`config.mk`:
```
export PLATFORM = sky130hd
export DESIGN_NAME = uart_word_sched
export DESIGN_NICKNAME = d
export VERILOG_FILES = /design/src/rtl/uart_word_sched.sv
export SDC_FILE = /design/constraint.sdc
export NUM_CORES = 1
export LEC_CHECK = 0
export CAP_MARGIN = 30
export CORE_AREA = 2 2 79 81
export CTS_CLUSTER_DIAMETER = 40
export CTS_CLUSTER_SIZE = 12
export DETAILED_ROUTE_END_ITERATION = 12
export DIE_AREA = 0 0 81 83
export PLACE_DENSITY = 0.78
export SKIP_CTS_REPAIR_TIMING = 1
export SLEW_MARGIN = 20
export SYNTH_ARGS = -nofsm -noshare
export SYNTH_HDL_FRONTEND = slang
export SYNTH_SLANG_ARGS = --single-unit
```
`constraint.sdc`:
```
create_clock -name clk -period 3.9 [get_ports clk]
set_input_delay 0.78 -clock clk [delete_from_list [all_inputs] [get_ports clk]]
set_output_delay 0.78 -clock clk [all_outputs]
set_load 0.1 [all_outputs]
```
`src/rtl/uart_word_sched.sv`:
```
// Word-to-byte scheduler feeding a byte-wide UART transmitter.
// Two requesters are arbitrated round-robin. Each accepted word is sent
// little-endian as len+1 bytes, with a tx_start/tx_busy handshake per byte.
module uart_word_sched #(
  parameter int unsigned BUSY_TIMEOUT = 4
) (
  input  logic        clk,
  input  logic        rstn,
  input  logic        r0_valid,
  input  logic [31:0] r0_data,
  input  logic [1:0]  r0_len,
  output logic        r0_ready,
  input  logic        r1_valid,
  input  logic [31:0] r1_data,
  input  logic [1:0]  r1_len,
  output logic        r1_ready,
  output logic [7:0]  tx_sdata,
  output logic        tx_start,
  input  logic        tx_busy,
  output logic        idle,
  output logic        hs_err
);

  localparam int unsigned CW = (BUSY_TIMEOUT > 1) ? $clog2(BUSY_TIMEOUT) : 1;

  typedef enum logic [1:0] {IDLE, SEND, WAIT_HI, WAIT_LO} state_t;

  state_t         state, state_nx;
  logic [31:0]    hold;
  logic [1:0]     len_q;
  logic [1:0]     idx;
  logic [1:0]     idx_nx;
  logic           last_gnt;   // requester granted most recently
  logic [CW-1:0]  cnt;
  logic           gnt;        // 0 = requester 0, 1 = requester 1
  logic           gnt_valid;
  logic           xfer;
  logic           last_byte;
  logic           timeout;
  logic           advance;

  // Arbitration and ready generation; ready is gated by reset and IDLE.
  always_comb begin
    gnt_valid = r0_valid | r1_valid;
    if (r0_valid && r1_valid) begin
      gnt = ~last_gnt;
    end else begin
      gnt = r1_valid;
    end
    xfer     = rstn && (state == IDLE) && gnt_valid;
    r0_ready = xfer && !gnt;
    r1_ready = xfer && gnt;
    idle     = (state == IDLE);
  end

  // Next-state logic and handshake supervision.
  always_comb begin
    state_nx  = state;
    timeout   = 1'b0;
    advance   = 1'b0;
    last_byte = (idx == len_q);
    idx_nx    = idx + 2'd1;
    case (state)
      IDLE: begin
        if (xfer) state_nx = SEND;
      end
      SEND: begin
        state_nx = WAIT_HI;
      end
      WAIT_HI: begin
        if (tx_busy) begin
          state_nx = WAIT_LO;
        end else if (cnt == CW'(BUSY_TIMEOUT - 1)) begin
          timeout  = 1'b1;
          state_nx = WAIT_LO;
        end
      end
      WAIT_LO: begin
        if (!tx_busy) begin
          if (last_byte) begin
            state_nx = IDLE;
          end else begin
            advance  = 1'b1;
            state_nx = SEND;
          end
        end
      end
      default: state_nx = IDLE;
    endcase
  end

  // State, datapath and output registers.
  // tx_sdata/tx_start are loaded on the edge that enters SEND so the pulse
  // is visible during the SEND cycle, one cycle after the transfer.
  always_ff @(posedge clk) begin
    if (!rstn) begin
      state    <= IDLE;
      tx_start <= 1'b0;
      tx_sdata <= '0;
      hs_err   <= 1'b0;
      idx      <= '0;
      len_q    <= '0;
      hold     <= '0;
      last_gnt <= 1'b1;
      cnt      <= '0;
    end else begin
      state    <= state_nx;
      tx_start <= (state_nx == SEND);
      if (xfer) begin
        hold     <= gnt ? r1_data : r0_data;
        len_q    <= gnt ? r1_len : r0_len;
        idx      <= '0;
        last_gnt <= gnt;
        tx_sdata <= gnt ? r1_data[7:0] : r0_data[7:0];
      end
      if (advance) begin
        idx      <= idx_nx;
        tx_sdata <= hold[{idx_nx, 3'b000} +: 8];
      end
      if (state == SEND) begin
        cnt <= '0;
      end else if (state == WAIT_HI) begin
        cnt <= cnt + CW'(1);
      end
      if (timeout) begin
        hs_err <= 1'b1;
      end
    end
  end

endmodule

```
==> impl_metrics.json <==
{
  "status": "completed",
  "switchingPower_mw": 0.383,
  "yosysSeqAreaShare_pct": 39.7,
  "pwr-share-clk_pct": 25.3,
  "finalCritPeriodShare_pct": 79.3,
  "swShare_pct": 29.7,
  "grt_pass1_wl_um": 9520,
  "numPortBuffers": 85,
  "rrSetupSlack_ps": 1790,
  "fin_tns_setup_ps": 0,
  "worstHoldPathType": "reg2reg",
  "synth_warnings": 0,
  "path_buf_inv": 2,
  "startpoint": "r0_valid",
  "synth.net_count": 323,
  "cts_tree": "yes",
  "grt_pass1_vias": 2127,
  "postSynthCellCount": 249,
  "place_ws_ps": 813,
  "wirelength_um": 5780,
  "synth_area_leaders": "dfxtp_1 40%, mux2i_1 13%, o211a_1 12%, mux4_2 5.3%, nand2_1 5.1%",
  "hpwlAfterDp_um": 4280,
  "critical_path_arrival_ps": 2310,
  "worst_path_max_delay_cell": "clkdlybuf4s50_1",
  "fill_cells": 516,
  "cts-root-buf": "clkbuf_8",
  "design.core.area_um2": 5820,
  "slowest_delay_ps": 530,
  "clk_latency_ps": 300,
  "rsz0062_at_grt": "no",
  "synthFlopType": "dfxtp_1",
  "reg2reg_from": "idx[0]",
  "avgViaCountPerCell": 5.27,
  "diodes": 0,
  "fin_ws_ps": 809,
  "grt_max_degree": 53,
  "crit_cells": 5,
  "crit_family": "buffers and inverters",
  "drive_gt1_share_pct": 7.76,
  "finish.utilization_pct": 61.3,
  "cp-end-kind": "output port",
  "async_flop_share_pct": 0,
  "skew_ps": 5.06,
  "first_iter_violations": 154,
  "grt_use_total_pct": 17.9,
  "period_minus_slack_ps": 3090,
  "htreeDepth": 2,
  "gp_congestion": 0.706,
  "final-setup-viol-count": 0,
  "synth_cell_types": 33,
  "path_clk_slew_ps": 90,
  "cts.path.max_buffers": 2,
  "critPathMaxFanout": 15,
  "drv_cap": 0,
  "synth_edf_count": 0,
  "synth_top_area_share_pct": 39.7,
  "combPwrFrac_pct": 28.1,
  "slew_headroom_pct": 34.7,
  "reg2reg_to": "tx_sdata[4]",
  "drc": 0,
  "cts_buffers": 5,
  "ant_nets": 0,
  "syn_area_per_cell_um2": 10.3,
  "internal-power_mw": 0.906,
  "synthToLayoutAreaGrowth_pct": 38.7,
  "grt_overflow": 0,
  "ys_seq_elements": 51,
  "rr_worst_depth": 4,
  "die_height_um": 83,
  "synth_top_cell_by_area": "dfxtp_1",
  "hp-start": "hs_err",
  "max_freq_ghz": 0.323,
  "initial_utilization_pct": 44.2,
  "ir_drop_uv": 156,
  "numClockSinks": 51,
  "die_width_um": 81,
  "cp_cell_sequence": "clkdlybuf4s50_1 > o21a_1 > nand2_1 > nor2_2 > buf_12",
  "num_vias": 2091,
  "die_area_um2": 6720,
  "cp.required_ps": 3120,
  "final_nets": 395,
  "finalHoldViolCount": 0,
  "drtPass1Iterations": 4,
  "slew_viol_final": 0,
  "antenna_found_initial": 0,
  "row_count": 28,
  "pwr-share-seq_pct": 46.5,
  "leakagePower_nw": 1.61,
  "avgRoutedWirePerCell_um": 14.6,
  "io_pins": 86,
  "tightest_slew_ps": 977,
  "crit_end": "r0_ready",
  "start_kind": "primary input",
  "worst-setup-path-type": "in2out",
  "p_per_area_nw_per_um2": 361,
  "synthesis.area_um2": 2570
}
-- sequential cells by signal, indices dropped and copies added, names as in the netlist --
name and flops:
hold 32, tx_sdata 8, cnt 2, idx 2, len_q 2, state 2
hs_err 1, last_gnt 1, tx_start 1
-- per-layer routing --
metal | routed length, um | GRT usage (%) | up-vias
li1 | - | - | 1061
met1 | 2530 | 22.2 | 962
met2 | 2810 | 29.4 | 59
met3 | 278 | 3.37 | 9
met4 | 158 | 8.47 | 0
met5 | 0 | 0 | -
-- synthesized netlist by cell type (all sizes together), types with 2 or more instances --
cell type,n
dfxtp,51
nand2,35
mux2i,34
o211a,31
buf,16
a21boi,9
a21oi,8
clkbuf,8
mux4,8
o21a,6
a2bb2oi,5
nand3,5
and2,4
nand3b,4
nor2,4
o21ai,4
a211oi,3
xnor2,3
and3,2
-- layout make-up --
type                       count  area, um^2  share of cell area (%)
clock buffer                   8         100                    2.81
multi-input combinational    174        1440                    40.3
sequential                    51        1020                    28.6
tap                           75        93.8                    2.63
timing repair buffer          89         913                    25.6
-- worst register-to-register path: stages (launching register included) --
cell and delay, ps:
dfxtp_1 780, xnor2_1 230, a21oi_1 680, and2_1 230, o21a_1 130
-- stage by stage --
step | hold WS, ps | cells | instance area, um^2 | power [mW]
3_5_place_dp | 456 | 389 | 3470 | 0.975
5_1_grt | 492 | 397 | 3570 | 1.35
3_3_place_gp | 450 | 389 | 3470 | 0.966
4_1_cts | 477 | 397 | 3570 | 1.30
6_report | 471 | 397 | 3570 | 1.29
2_1_floorplan | 434 | 249 | 2570 | 0.842
-- placed cells by master (no fill, tap or decap), drive strengths merged, types with 2 or more instances in the layout --
master / count
clkdlybuf4s50: 83
dfxtp: 51
nand2: 35
mux2i: 34
o211a: 31
a21boi: 9
a21oi: 8
clkbuf: 8
mux4: 8
o21a: 6
buf: 6
nand3: 5
a2bb2oi: 5
o21ai: 4
nand3b: 4
and2: 4
nor2: 4
xnor2: 3
a211oi: 3
and3: 2
-- power groups by stage --
stage | combinational (mW) | clock, mW | sequential, mW
after floorplan | 0.187 | 0 | 0.656
after global placement | 0.357 | 0 | 0.610
after detailed placement | 0.363 | 0 | 0.612
after CTS | 0.365 | 0.335 | 0.600
after global routing | 0.389 | 0.352 | 0.605
final | 0.362 | 0.327 | 0.600
-- worst min-delay path by stage --
stage	cells after the start	slack, ps	to
2_1_floorplan	2	430	last_gnt
3_3_place_gp	1	450	hs_err
3_5_place_dp	1	460	hs_err
4_1_cts	1	480	hs_err
5_1_grt	1	490	hs_err
6_report	1	470	hs_err
-- cell families after synthesis --
family                   synth area share (%)
AND/OR/NAND/NOR                          10.7
buffers and inverters                    4.91
flip-flops                               39.7
multiplexers                             21.1
adder cells (fa/ha/maj)                 0.487
AO/OA/AOI/OAI                            22.1
XOR/XNOR                                 1.02
Note: power is estimated with default switching activity, not from simulation.
